$ cat src/rtl/mdu.sv
// rtl/mdu.sv - iterative multiply/divide unit with HI/LO registers
module mdu (
  input  logic        clk,
  input  logic        rst,
  input  logic        start,
  input  logic [1:0]  op,
  input  logic [31:0] a,
  input  logic [31:0] b,
  input  logic        mthi,
  input  logic        mtlo,
  input  logic [31:0] wdata,
  input  logic        cancel,
  output logic        busy,
  output logic        done,
  output logic [31:0] hi,
  output logic [31:0] lo
);

  localparam logic [1:0] S_IDLE = 2'd0;
  localparam logic [1:0] S_MUL  = 2'd1;
  localparam logic [1:0] S_DIV  = 2'd2;

  logic [1:0]  state_q, state_d;
  logic [5:0]  cnt_q, cnt_d;
  // MUL: {partial product high, remaining multiplier bits}
  // DIV: {partial remainder, dividend shifting into quotient}
  logic [63:0] acc_q, acc_d;
  logic [31:0] opb_q, opb_d;     // multiplicand or divisor magnitude
  logic [31:0] a_q, a_d;         // raw dividend for the divide-by-zero result
  logic        neg_res_q, neg_res_d;
  logic        neg_rem_q, neg_rem_d;
  logic        dbz_q, dbz_d;
  logic        done_q, done_d;
  logic [31:0] hi_q, hi_d;
  logic [31:0] lo_q, lo_d;

  logic        is_signed;
  logic [31:0] mag_a, mag_b;
  logic [32:0] mul_sum;
  logic [32:0] div_shift;
  logic [32:0] div_diff;
  logic [63:0] prod_fix;
  logic [31:0] quo_fix, rem_fix;

  // Operand magnitudes and one-iteration datapath for each state
  always_comb begin
    is_signed = ~op[0];
    mag_a     = (is_signed && a[31]) ? (~a + 32'd1) : a;
    mag_b     = (is_signed && b[31]) ? (~b + 32'd1) : b;
    mul_sum   = {1'b0, acc_q[63:32]} + (acc_q[0] ? {1'b0, opb_q} : 33'd0);
    div_shift = {acc_q[63:32], acc_q[31]};
    div_diff  = div_shift - {1'b0, opb_q};
    prod_fix  = neg_res_q ? (~acc_q + 64'd1) : acc_q;
    quo_fix   = neg_res_q ? (~acc_q[31:0] + 32'd1) : acc_q[31:0];
    rem_fix   = neg_rem_q ? (~acc_q[63:32] + 32'd1) : acc_q[63:32];
  end

  // Next-state: launch, iterate, finalize, cancel, and HI/LO moves
  always_comb begin
    state_d   = state_q;
    cnt_d     = cnt_q;
    acc_d     = acc_q;
    opb_d     = opb_q;
    a_d       = a_q;
    neg_res_d = neg_res_q;
    neg_rem_d = neg_rem_q;
    dbz_d     = dbz_q;
    done_d    = 1'b0;
    hi_d      = hi_q;
    lo_d      = lo_q;
    case (state_q)
      S_IDLE: begin
        if (start && !cancel) begin
          state_d   = op[1] ? S_DIV : S_MUL;
          cnt_d     = 6'd0;
          acc_d     = op[1] ? {32'd0, mag_a} : {32'd0, mag_b};
          opb_d     = op[1] ? mag_b : mag_a;
          a_d       = a;
          neg_res_d = is_signed & (a[31] ^ b[31]);
          neg_rem_d = is_signed & op[1] & a[31];
          dbz_d     = op[1] & (b == 32'd0);
        end else if (!start) begin
          // a same-cycle start always takes priority over a HI/LO move
          if (mthi) hi_d = wdata;
          if (mtlo) lo_d = wdata;
        end
      end
      S_MUL, S_DIV: begin
        if (cancel) begin
          state_d = S_IDLE;
          cnt_d   = 6'd0;
        end else if (cnt_q == 6'd32) begin
          state_d = S_IDLE;
          cnt_d   = 6'd0;
          done_d  = 1'b1;
          if (state_q == S_MUL) begin
            hi_d = prod_fix[63:32];
            lo_d = prod_fix[31:0];
          end else if (dbz_q) begin
            hi_d = a_q;
            lo_d = 32'hFFFF_FFFF;
          end else begin
            hi_d = rem_fix;
            lo_d = quo_fix;
          end
        end else begin
          cnt_d = cnt_q + 6'd1;
          if (state_q == S_MUL) begin
            acc_d = {mul_sum, acc_q[31:1]};
          end else if (!div_diff[32]) begin
            acc_d = {div_diff[31:0], acc_q[30:0], 1'b1};
          end else begin
            acc_d = {div_shift[31:0], acc_q[30:0], 1'b0};
          end
        end
      end
      default: begin
        state_d = S_IDLE;
        cnt_d   = 6'd0;
      end
    endcase
  end

  // State registers, cleared asynchronously by rst low
  always_ff @(posedge clk or negedge rst) begin
    if (!rst) begin
      state_q   <= S_IDLE;
      cnt_q     <= 6'd0;
      acc_q     <= 64'd0;
      opb_q     <= 32'd0;
      a_q       <= 32'd0;
      neg_res_q <= 1'b0;
      neg_rem_q <= 1'b0;
      dbz_q     <= 1'b0;
      done_q    <= 1'b0;
      hi_q      <= 32'd0;
      lo_q      <= 32'd0;
    end else begin
      state_q   <= state_d;
      cnt_q     <= cnt_d;
      acc_q     <= acc_d;
      opb_q     <= opb_d;
      a_q       <= a_d;
      neg_res_q <= neg_res_d;
      neg_rem_q <= neg_rem_d;
      dbz_q     <= dbz_d;
      done_q    <= done_d;
      hi_q      <= hi_d;
      lo_q      <= lo_d;
    end
  end

  assign busy = (state_q != S_IDLE);
  assign done = done_q;
  assign hi   = hi_q;
  assign lo   = lo_q;

endmodule

$ cat config.mk
export PLATFORM = sky130hd
export DESIGN_NAME = mdu
export DESIGN_NICKNAME = d
export VERILOG_FILES = /design/src/rtl/mdu.sv
export SDC_FILE = /design/constraint.sdc
export NUM_CORES = 1
export LEC_CHECK = 0
export CAP_MARGIN = 20
export CORE_ASPECT_RATIO = 1.75
export CORE_MARGIN = 5
export CORE_UTILIZATION = 60
export DETAILED_ROUTE_END_ITERATION = 12
export PLACE_DENSITY = 0.83
export SETUP_SLACK_MARGIN = 0.05
export SYNTH_ARGS = -nofsm -noshare
export SYNTH_HDL_FRONTEND = slang
export SYNTH_SLANG_ARGS = --single-unit
$ cat constraint.sdc
create_clock -name clk -period 5.76 [get_ports clk]
set_input_delay 1.152 -clock clk [delete_from_list [all_inputs] [get_ports clk]]
set_output_delay 1.152 -clock clk [all_outputs]
set_load 0.01 [all_outputs]
# After elaboration in Yosys (flattened, before gate mapping)
# Index checks and enable logic that the tools add are counted.
dict set report totals {
  reg_bits 204
  latch_bits 0
  mem_bits_rw 0
  romBits 0
  input_bits 104
  mem_count 0
}
dict set report classes {
  add_sub_neg 8
  mul 0
  div 0
  magnitude_cmp 0
  eq_ne 12
  n_shift 0
  muxes 42
  bitwise 11
  n_reduce_logical 14
}
# operator count
set ops {}
lappend ops {{$mux 32} 21}
lappend ops {{$mux 64} 6}
lappend ops {{$add 32x1->32 const B} 4}
lappend ops {{$not 32->32} 4}
lappend ops {{$pmux 32 s2} 2}
lappend ops {{$pmux 64 s2} 1}
lappend ops {{$add 64x1->64 const B} 1}
lappend ops {{$not 64->64} 1}
lappend ops {{$add 32x32->33} 1}
lappend ops {{$sub 33x32->33} 1}
lappend ops {{$logic_not 32->1} 1}
lappend ops {{$mux 6} 3}
lappend ops {{$ne 2x2->1 const B} 8}
lappend ops {{$pmux 6 s2} 1}
lappend ops {{$reduce_and 6->1} 2}
lappend ops {{$mux 2} 4}
lappend ops {{$add 6x1->6 const B} 1}
lappend ops {{$eq 6x6->1 const B} 1}
lappend ops {{$and 1x1->1} 4}
lappend ops {{$pmux 2 s2} 1}
lappend ops {{$reduce_and 2->1} 2}
lappend ops {{$reduce_and 4->1} 1}
lappend ops {{$reduce_bool 2->1} 2}
lappend ops {{$logic_and 1x1->1} 3}
lappend ops {{9 further kinds} 11}

# Depth between registers and ports, before layout
# Gate-level depths: netlist (run 1).
dict set report logic_depth {
  depth_word 8
  ltp_mapped 15
  depth_no_buf 14
}

# Worst setup path before layout (run 1)
# Ideal clock, no wire load.
dict set report synth_timing {
  path_kind {input -> register}
  from {input a[1]}
  to {register acc_q[28]}
  setup_time_ps 130
  arrival_time_ps 3562
  slack_ps 2068
  cell_stages 12
  path_buffers 0
  path_cell_list {inv_1 -> ha_1 -> or4b_1 -> nor4_1 -> nand3_1 -> o41ai_2 -> nand2_1 -> a21oi_1 -> xnor2_1 -> mux2_2 -> o21ai_1 -> o21ai_1}
}
dict set report synth_via {
  elab_chain_cells 6
}
# element line
set synth_rtl {}
lappend synth_rtl {{from (decl)} 7} ;# input logic [31:0] a,
lappend synth_rtl {{$not 32->32} 48} ;# mag_a = (is_signed && a[31]) ? (~a + 32'd1) : a;
lappend synth_rtl {{$add 32x1->32} 48}
lappend synth_rtl {{$mux 32} 48}
lappend synth_rtl {{$mux 32} 76} ;# acc_d = op[1] ? {32'd0, mag_a} : {32'd0, mag_b};
lappend synth_rtl {{$mux 64} 73} ;# if (start && !cancel) begin
lappend synth_rtl {{$pmux 64 s2} 71} ;# case (state_q)
lappend synth_rtl {{to (signal assigned)} 129} ;# acc_q <= 64'd0;
lappend synth_rtl {{to (signal assigned)} 141} ;# acc_q <= acc_d;
lappend synth_rtl {{to (decl)} 27} ;# logic [63:0] acc_q, acc_d;
# No other way between the ends. The select of a mux whose other input is x is not followed.
# A chain may end at the register's enable or synchronous reset.

# Final worst setup path (run 1)
dict set report layout_timing {
  from {register acc_q[0]}
  to {register acc_q[62]}
}
dict set report layout_via {
  elab_chain_cells 6
}
# element line
set layout_rtl {}
lappend layout_rtl {{$mux 32} 50} ;# mul_sum = {1'b0, acc_q[63:32]} + (acc_q[0] ? {1'b0, opb_q} : 33'd0);
lappend layout_rtl {{$add 32x32->33} 50}
lappend layout_rtl {{$mux 64} 108} ;# if (state_q == S_MUL) begin
lappend layout_rtl {{$mux 64} 92} ;# end else if (cnt_q == 6'd32) begin
lappend layout_rtl {{$mux 64} 89} ;# if (cancel) begin
lappend layout_rtl {{$pmux 64 s2} 71}
# No other way between the ends. The select of a mux whose other input is x is not followed.

==> results.py, run 1 <==
metrics = {
    "detailed_routing": {
        "drtPass1Iterations": 6,
        "routed_via_density": 6.75,
        "via_count": 18200,
        "ant_nets": 0,
        "drtIter0Drc": 1960,
        "finalWirelength_mm": 69.8,
        "wl_per_cell_um": 25.8,
        "drc_errors": 0,
    },
    "logic_synthesis": {
        "yosysTopAreaCellShare": 0.297,
        "synth_commonest_cells": "341 x nand2_1, 255 x o21ai_0, 204 x dfrtp_1",
        "synth_most_common_cell": "nand2_1",
        "synth.avg_cell_area_sq_um": 7.68,
        "synth_cell_types": 84,
        "synth.cell_area_sq_mm": 0.0172,
        "syn_nets": 2416,
        "syn_inst": 2238,
        "ys_ff_latch": 204,
        "ys_seq_area_frac": 0.297,
        "yosysTopAreaCell": "dfrtp_1",
        "synth_warnings": 0,
        "async_flop_share": 1.00,
        "synthFlopType": "dfrtp_1",
        "yosys-top-cells-area": "dfrtp_1 30%, nand2_1 7.5%, o21ai_0 7.4%, a21oi_1 5.6%, ha_1 5.2%",
        "synth-edff-count": 0,
    },
    "sta": {
        "fin_skew_ps": 25.9,
        "fin_tns_setup_ps": 0,
        "timing.final.crit_share": 0.781,
        "period_needed_ps": 4500,
        "setup_violations": 0,
        "slew_violations": 0,
        "timing.hold.ws_ps": 478,
        "max-slew-margin-rel": 0.222,
        "hold_viol": 0,
        "rsz0062_at_grt": "false",
        "fmax_ghz": 0.222,
        "worstMarginPinSlew_ps": 1160,
    },
    "finish": {
        "fin_area_sq_mm": 0.0198,
        "layout-drive-gt1-share": 0.0585,
        "layout.cells.non_filler": 2704,
        "syn2layout_area_growth_pct": 15.2,
        "layout.nets": 2488,
    },
    "clocking": {
        "clock-root-buffer": "clkbuf_16",
        "post_cts_resized": 0,
        "clk_latency_ps": 550,
        "post_cts.repair.setup_buffers": 0,
        "clk_pin_slew_worst_paths_ps": 70,
        "clock-sinks": 204,
        "cts_tree": "done",
        "htree_levels": 1,
        "cts_buffer_depth": 3,
        "cts_hold_buffers": 0,
        "cts_buffers": 21,
    },
    "pwr": {
        "cellLeakagePower_nw": 8.39,
        "p_per_area_mw_per_mm2": 636,
        "vdd_ir_drop_max_mv": 0.486,
    },
    "placed_design": {
        "gp_routability_congestion": 1.02,
        "io_buffers": 169,
        "dp_cells": 2664,
        "placed_cell_area_sq_mm": 0.0190,
        "dp_hpwl_mm": 51.7,
    },
    "setup_path": {
        "crit_chain": "inv_1, buf_4, nor2_1, ha_1, and2_1, a311o_1, o31ai_1, o21ai_1, a221o_1, a21o_1, o31ai_1, xor2_1, o221ai_1",
        "path_class": "reg2reg",
        "crit_path_max_incr_delay_ps": 630,
        "cp_max_fo": 20,
        "crit_path_end_kind": "flop",
        "cp.required_ps": 6130,
        "cp_top_family": "compound AO/OA/AOI/OAI gates",
        "critical_path_buf_inv_count": 2,
        "cpMostUsedCell": "o31ai_1",
        "startpoint_type": "flop",
        "slowest_stage": "inv_1",
        "arrival_ps": 4870,
    },
    "floorplanning": {
        "coreArea_sq_mm": 0.0284,
        "ios": 170,
        "start_util": 0.604,
        "die_area_sq_mm": 0.0322,
        "die_w_um": 138,
        "die_y_um": 234,
        "num_rows": 82,
    },
    "global_routing": {
        "grt_usage": 0.423,
        "grt_pass1_vias": 17500,
        "globalRouteOverflowTotal": 0,
        "grt_antenna_before_repair": 2,
        "grt_pass1_wl_mm": 103,
        "grt_max_degree": 110,
    },
    "outcome": {
        "run_status": "complete, no violations",
    },
    "flow_run": {
        "drv_cap": 0,
    },
    "min_path": {
        "hold_class": "reg2reg",
    },
}
[layer usage]
metal,GRT usage,routed length [um]
met2,0.669,31900
met4,0.389,7940
met3,0.0966,6680
met5,0,31
met1,0.461,23200
[sequential cells by signal, indices dropped and copies added, names as in the netlist, 2 cells and up]
| register | flops |
|---|---|
| acc_q | 64 |
| cnt_q | 6 |
| opb_q | 32 |
| state_q | 2 |
| lo | 32 |
| hi | 32 |
| a_q | 32 |
[cells by family (layout without fill, tap and decap cells)]
kind of cell | count (synthesis) | after routing | share of synthesized area
other | 0 | 1 | 0
AND/OR/NAND/NOR | 778 | 778 | 0.212
buffers and inverters | 214 | 301 | 0.0498
AO/OA/AOI/OAI | 733 | 733 | 0.259
multiplexers | 73 | 73 | 0.0446
flip-flops | 204 | 204 | 0.297
XOR/XNOR | 162 | 162 | 0.0826
adder cells (fa/ha/maj) | 74 | 74 | 0.0548
[final timing paths]
check                         start        end  slack, ps  cells after the start
min reg2reg                  lo[28]     lo[28]        480                      2
max                        acc_q[0]  acc_q[62]       1260                     13
min                          lo[28]     lo[28]        480                      2
min in group asynchronous       rst  acc_q[52]        650                      1
max reg2reg                acc_q[0]  acc_q[62]       1260                     13
max in group asynchronous       rst      lo[8]       3810                      2
[power breakdown]
group          internal [mW]  leakage (nW)  total [mW]  switching [mW]
combinational           3.04          5.45        7.99            4.95
clock                  0.913         0.362        1.58           0.664
sequential              2.08          2.57        3.01           0.931
[metrics by stage]
stage               total power, mW  worst slack, ps  utilization
global route                   13.3             1050        0.696
global placement               10.4             1250        0.669
floorplan                      7.99             2070            -
finish                         12.6             1260        0.696
CTS                            12.3             1300        0.696
detailed placement             10.7             1220        0.669
[cells in the final DEF (no fill, tap or decap), drive strengths merged, types with 20 or more instances in the layout]
cell type      count
and3              22
nand2b            20
mux2i             45
nor4              24
nor3              38
buf               29
dfrtp            204
xnor2             98
a211oi            47
o21ai            270
ha                72
clkdlybuf4s50    167
nand3             30
a21oi            192
nor2             185
a21o              25
inv               65
or3               28
nand2            342
clkbuf            23
o22ai             40
o31ai             30
mux2              28
xor2              64
[worst register-to-register path: cells and delay by family (launching register included)]
family	cells	cell delay, ps
adder cells (fa/ha/maj)	1	350
AO/OA/AOI/OAI	7	2160
XOR/XNOR	1	180
flip-flops	1	440
AND/OR/NAND/NOR	2	270
buffers and inverters	2	950
[cell type report]
cell class | count | area [sq um]
antenna | 1 | 2.50
clock buffer | 22 | 539
clock inverter | 16 | 229
fill | 2389 | 8630
inverter | 66 | 248
multi-input combinational | 1820 | 11300
sequential | 204 | 5100
tap | 378 | 473
timing repair buffer | 197 | 1940
No activity file was read; power rests on OpenSTA's default activity.
==> run 2, diff against run 1 <==
--- a/config.mk
+++ b/config.mk
@@ -8,9 +8,9 @@
 export CAP_MARGIN = 20
 export CORE_ASPECT_RATIO = 1.75
 export CORE_MARGIN = 5
-export CORE_UTILIZATION = 60
+export CORE_UTILIZATION = 53
 export DETAILED_ROUTE_END_ITERATION = 12
-export PLACE_DENSITY = 0.83
+export PLACE_DENSITY = 0.78
 export SETUP_SLACK_MARGIN = 0.05
 export SYNTH_ARGS = -nofsm -noshare
 export SYNTH_HDL_FRONTEND = slang
==> constraint.sdc (replaced) <==
create_clock -name clk -period 3.7 [get_ports clk]
set_input_delay 0.74 -clock clk [delete_from_list [all_inputs] [get_ports clk]]
set_output_delay 0.74 -clock clk [all_outputs]
set_load 0.01 [all_outputs]
==> results.py, run 2 (synthesized netlist as in run 1, its figures left out) <==
metrics = {
    "outcome": {
        "run_status": "finished with violations",
        "violations": "DRC",
    },
    "placed_design": {
        "dp_hpwl_mm": 53.4,
        "pre_cts_slack_ps": -170,
        "io_buffers": 169,
        "gp_routability_congestion": 1.08,
    },
    "min_path": {
        "hold_class": "in2async",
    },
    "clocking": {
        "cts_buffer_depth": 3,
        "clock-root-buffer": "clkbuf_16",
        "clk_pin_slew_worst_paths_ps": 70,
        "clk_latency_ps": 550,
        "clock-sinks": 204,
        "cts_tree": "done",
        "cts_buffers": 22,
        "htree_levels": 1,
    },
    "floorplanning": {
        "num_rows": 87,
        "coreArea_sq_mm": 0.0321,
        "die_y_um": 248,
        "start_util": 0.535,
        "die_area_sq_mm": 0.0363,
        "ios": 170,
        "die_w_um": 146,
    },
    "setup_path": {
        "r2r_end": "hi[26]",
        "crit_end": "hi[26]",
        "startpoint_type": "flop",
        "timing.rr.start": "acc_q[14]",
        "path_class": "reg2reg",
        "cp.required_ps": 4110,
        "crit_path_end_kind": "flop",
        "rrSetupSlack_ps": 110,
        "crit_start": "acc_q[14]",
        "cp_max_fo": 10,
        "arrival_ps": 4000,
        "r2r_cells": 11,
    },
    "sta": {
        "hold_viol": 0,
        "setup_ws_ps": 110,
        "timing.final.crit_share": 0.970,
        "fin_tns_setup_ps": 0,
        "setup_violations": 0,
        "slew_violations": 0,
        "fmax_ghz": 0.279,
        "rsz0062_at_grt": "true",
        "max-slew-margin-rel": 0.427,
        "timing.hold.ws_ps": 55.0,
        "worstMarginPinSlew_ps": 856,
        "period_needed_ps": 3590,
        "fin_skew_ps": 27.9,
    },
    "finish": {
        "register_area_sq_mm": 0.00511,
        "syn2layout_area_growth_pct": 23.9,
        "fillers": 2809,
        "finish.utilization": 0.663,
        "layout.nets": 2649,
        "largest-register": "acc_q",
        "multi_input_area_sq_mm": 0.0114,
        "largest_reg_flops": 64,
        "layout_commonest_cell": "nand2_1",
        "layout-drive-gt1-share": 0.128,
        "mostFrequentLayoutCells": "339 x nand2_1, 251 x o21ai_0, 203 x dfrtp_1",
    },
    "detailed_routing": {
        "drtPass1Iterations": 12,
        "wl_per_cell_um": 23.9,
        "finalWirelength_mm": 68.9,
        "via_count": 18400,
        "drc_errors": 1,
        "routed_via_density": 6.36,
        "drtIter0Drc": 1860,
        "ant_nets": 0,
    },
    "global_routing": {
        "grt_pass1_vias": 17900,
        "globalRouteOverflowTotal": 0,
        "grt_pass1_wl_mm": 103,
        "grt_antenna_before_repair": 1,
        "grt_max_degree": 117,
        "grt_usage": 0.366,
    },
    "flow_run": {
        "drv_cap": 0,
    },
    "pwr": {
        "vdd_ir_drop_max_mv": 0.567,
        "p_per_area_mw_per_mm2": 956,
        "cellLeakagePower_nw": 9.26,
        "power_mw": 20.4,
    },
}
run 2: worst max-delay path: stages, from the launching register on:
cell and delay (ps):
dfrtp_1 480, or4_4 540, nor4_2 230, buf_4 180
nand4b_1 180, or3_4 400, or2_1 440, nand2_2 220
a211oi_1 100, a2111oi_1 450, buf_4 200, nor3_1 40
run 2: how the worst min path moves through the flow:
stage	startpoint	to	slack, ps	cells after the start
2_1_floorplan	rst	a_q[0]	440	0
3_3_place_gp	a_q[15]	a_q[15]	460	2
3_5_place_dp	a_q[16]	a_q[16]	460	2
4_1_cts	rst	acc_q[44]	50	1
5_1_grt	rst	acc_q[44]	60	1
6_report	rst	acc_q[44]	60	1
run 2: per-stage QoR:
step	instance area (sq um)	cells
6_report	21300	2887
5_1_grt	21300	2887
4_1_cts	21100	2882
3_5_place_dp	20300	2842
3_3_place_gp	20300	2842
2_1_floorplan	17200	2238
run 2: metal layers:
layer | global-route usage | up-vias | wire (um)
met3 | 0.0493 | 299 | 5040
li1 | - | 8493 | -
met2 | 0.616 | 961 | 32400
met5 | 0 | - | 0
met4 | 0.332 | 0 | 7580
met1 | 0.403 | 8611 | 23900
run 2: cell type report:
type,count,area share
multi-input combinational,1820,0.535
clock buffer,28,0.0288
clock inverter,11,0.0105
sequential,204,0.240
timing repair buffer,357,0.150
antenna,1,0.000118
tap,400,0.0235
inverter,66,0.0116
run 2: timing repair:
action                     CTS  global route
hold buffers                 0             0
cloned                       0             0
resized for setup            5            27
pin swaps                    1             4
setup endpoints to repair   19            25
buffers inserted             1             4
run 2: where the power goes:
group | internal, mW | switching, mW
combinational | 5.40 | 8.08
clock | 1.60 | 0.999
sequential | 3.25 | 1.02
==> variant, RTL diff (settings of run 2) <==
Compare `cnt_q` against `6'd32` with >= in place of ==.
--- a/src/rtl/mdu.sv
+++ b/src/rtl/mdu.sv
@@ -91,3 +91,3 @@
           cnt_d   = 6'd0;
-        end else if (cnt_q == 6'd32) begin
+        end else if (cnt_q >= 6'd32) begin
           state_d = S_IDLE;
Formal check against the unedited RTL: no difference found for any inputs over 4 cycles, from zero or initial values and one cycle with rst low; that may be too few to reach the edited logic, so the function may still have changed.
==> variant against run 2 <==
- synthesized area increased by 1.2%
- critical path depth increased by 3
- sequential cell count unchanged
- final area decreased by 1.2%
- sequential share of layout area increased by 0.29 points
- power increased by 6.8%
- worst setup slack improved by 87 ps
- core utilization decreased by 1.2 points
- wire length increased by 3.9%
- largest cell class unchanged
- largest power group unchanged
==> variant: results (changes against run 2) <==
Parameter                              Value

Final layout
  Net count, final    2592 (was 2649)
  Fraction of final layout cells with drive strength greater than 1    12.60% (was 12.75%)
  Filler instances    2875 (was 2809)

Power and ir drop
  Maximum VDD drop    854.2 uV (was 567.0 uV)
  Combinational-cell power consumption    14.9 mW (was 13.5 mW)

Setup path
  Kind of cell adding the most delay to the critical path    compound AO/OA/AOI/OAI gates (was simple AND/OR/NAND/NOR gates)
  Largest stage delay, worst path    410 ps (was 540 ps)
  Last element of the critical path    acc_q[62] (was hi[26])
  Launch point of the worst path    acc_q[0] (was acc_q[14])
  Register-to-register path setup slack    200 ps (was 110 ps)

Synth
  Xor-xnor portion of the synthesized cell area    8.460% (was 8.260%)
  Top post-synthesis cells by count    252 x sky130_fd_sc_hd__nand2_1, 204 x sky130_fd_sc_hd__dfrtp_1, 204 x sky130_fd_sc_hd__o21ai_0, 202 x sky130_fd_sc_hd__a21oi_1, 199 x sky130_fd_sc_hd__nor2_1 (was 341 x sky130_fd_sc_hd__nand2_1, 255 x sky130_fd_sc_hd__o21ai_0, 204 x sky130_fd_sc_hd__dfrtp_1, 192 x sky130_fd_sc_hd__a21oi_1, 184 x sky130_fd_sc_hd__nor2_1)
  Top area cells in the synthesized netlist    sky130_fd_sc_hd__dfrtp_1 29%, sky130_fd_sc_hd__o21ai_0 5.9%, sky130_fd_sc_hd__a21oi_1 5.8%, sky130_fd_sc_hd__xnor2_1 5.6%, sky130_fd_sc_hd__nand2_1 5.4% (was sky130_fd_sc_hd__dfrtp_1 30%, sky130_fd_sc_hd__nand2_1 7.5%, sky130_fd_sc_hd__o21ai_0 7.4%, sky130_fd_sc_hd__a21oi_1 5.6%, sky130_fd_sc_hd__ha_1 5.2%)
  Adder-Cell Fraction of Synth Area    5.410% (was 5.477%)
  Fraction of the mapped netlist area in compound gates    27.30% (was 25.92%)

Drt
  Drt via density    6.540 (was 6.361)
  Post-DR wirelength/cell    25.30 um (was 23.88 um)
  Violation count after the first detailed-routing iteration    1664 (was 1860)

GRT
  First-pass GRT wire length    106900 um (was 103100 um)
  Via count of the first global-routing pass    18340 (was 17900)

Placed design
  Global placement routability congestion    1.058 (was 1.084)
  Cell area after placement    20190 um2 (was 20260 um2)
  Half-perimeter wire length after detailed placement    56070 um (was 53400 um)

Status
  Outcome    finished, final reports clean (was complete, but fails checks)

Timing
  Setup skew after layout    15.31 ps (was 27.93 ps)
## variant: layer usage
| layer | vias up | global-route usage, % | part of all wire, % |
|---|---|---|---|
| met2 | 1013 | 64.47 | 48 |
| met5 | - | 0 | 0 |
| met3 | 360 | 4.846 | 7.0 |
| met4 | 0 | 34.20 | 12 |
| li1 | 8416 | - | - |
| met1 | 8718 | 39.30 | 33 |
## variant: repair_timing
item	4_1_cts	5_1_grt
resized for setup	0	12
setup endpoints to repair	0	11
setup buffers	0	4
## variant: area by class of cell
class | instances | area, um2 | area share [%]
Tap cell | 400 | 500.5 | 2.380
Timing Repair Buffer | 331 | 2959 | 14.07
Antenna cell | 1 | 2.502 | 0.01190
Inverter | 74 | 281.5 | 1.339
Multi-Input combinational cell | 1780 | 11400 | 54.22
Clock inverter | 12 | 180.2 | 0.8568
Sequential cell | 204 | 5106 | 24.28
Timing Repair inverter | 1 | 7.507 | 0.03570
Clock buffer | 27 | 589.3 | 2.802
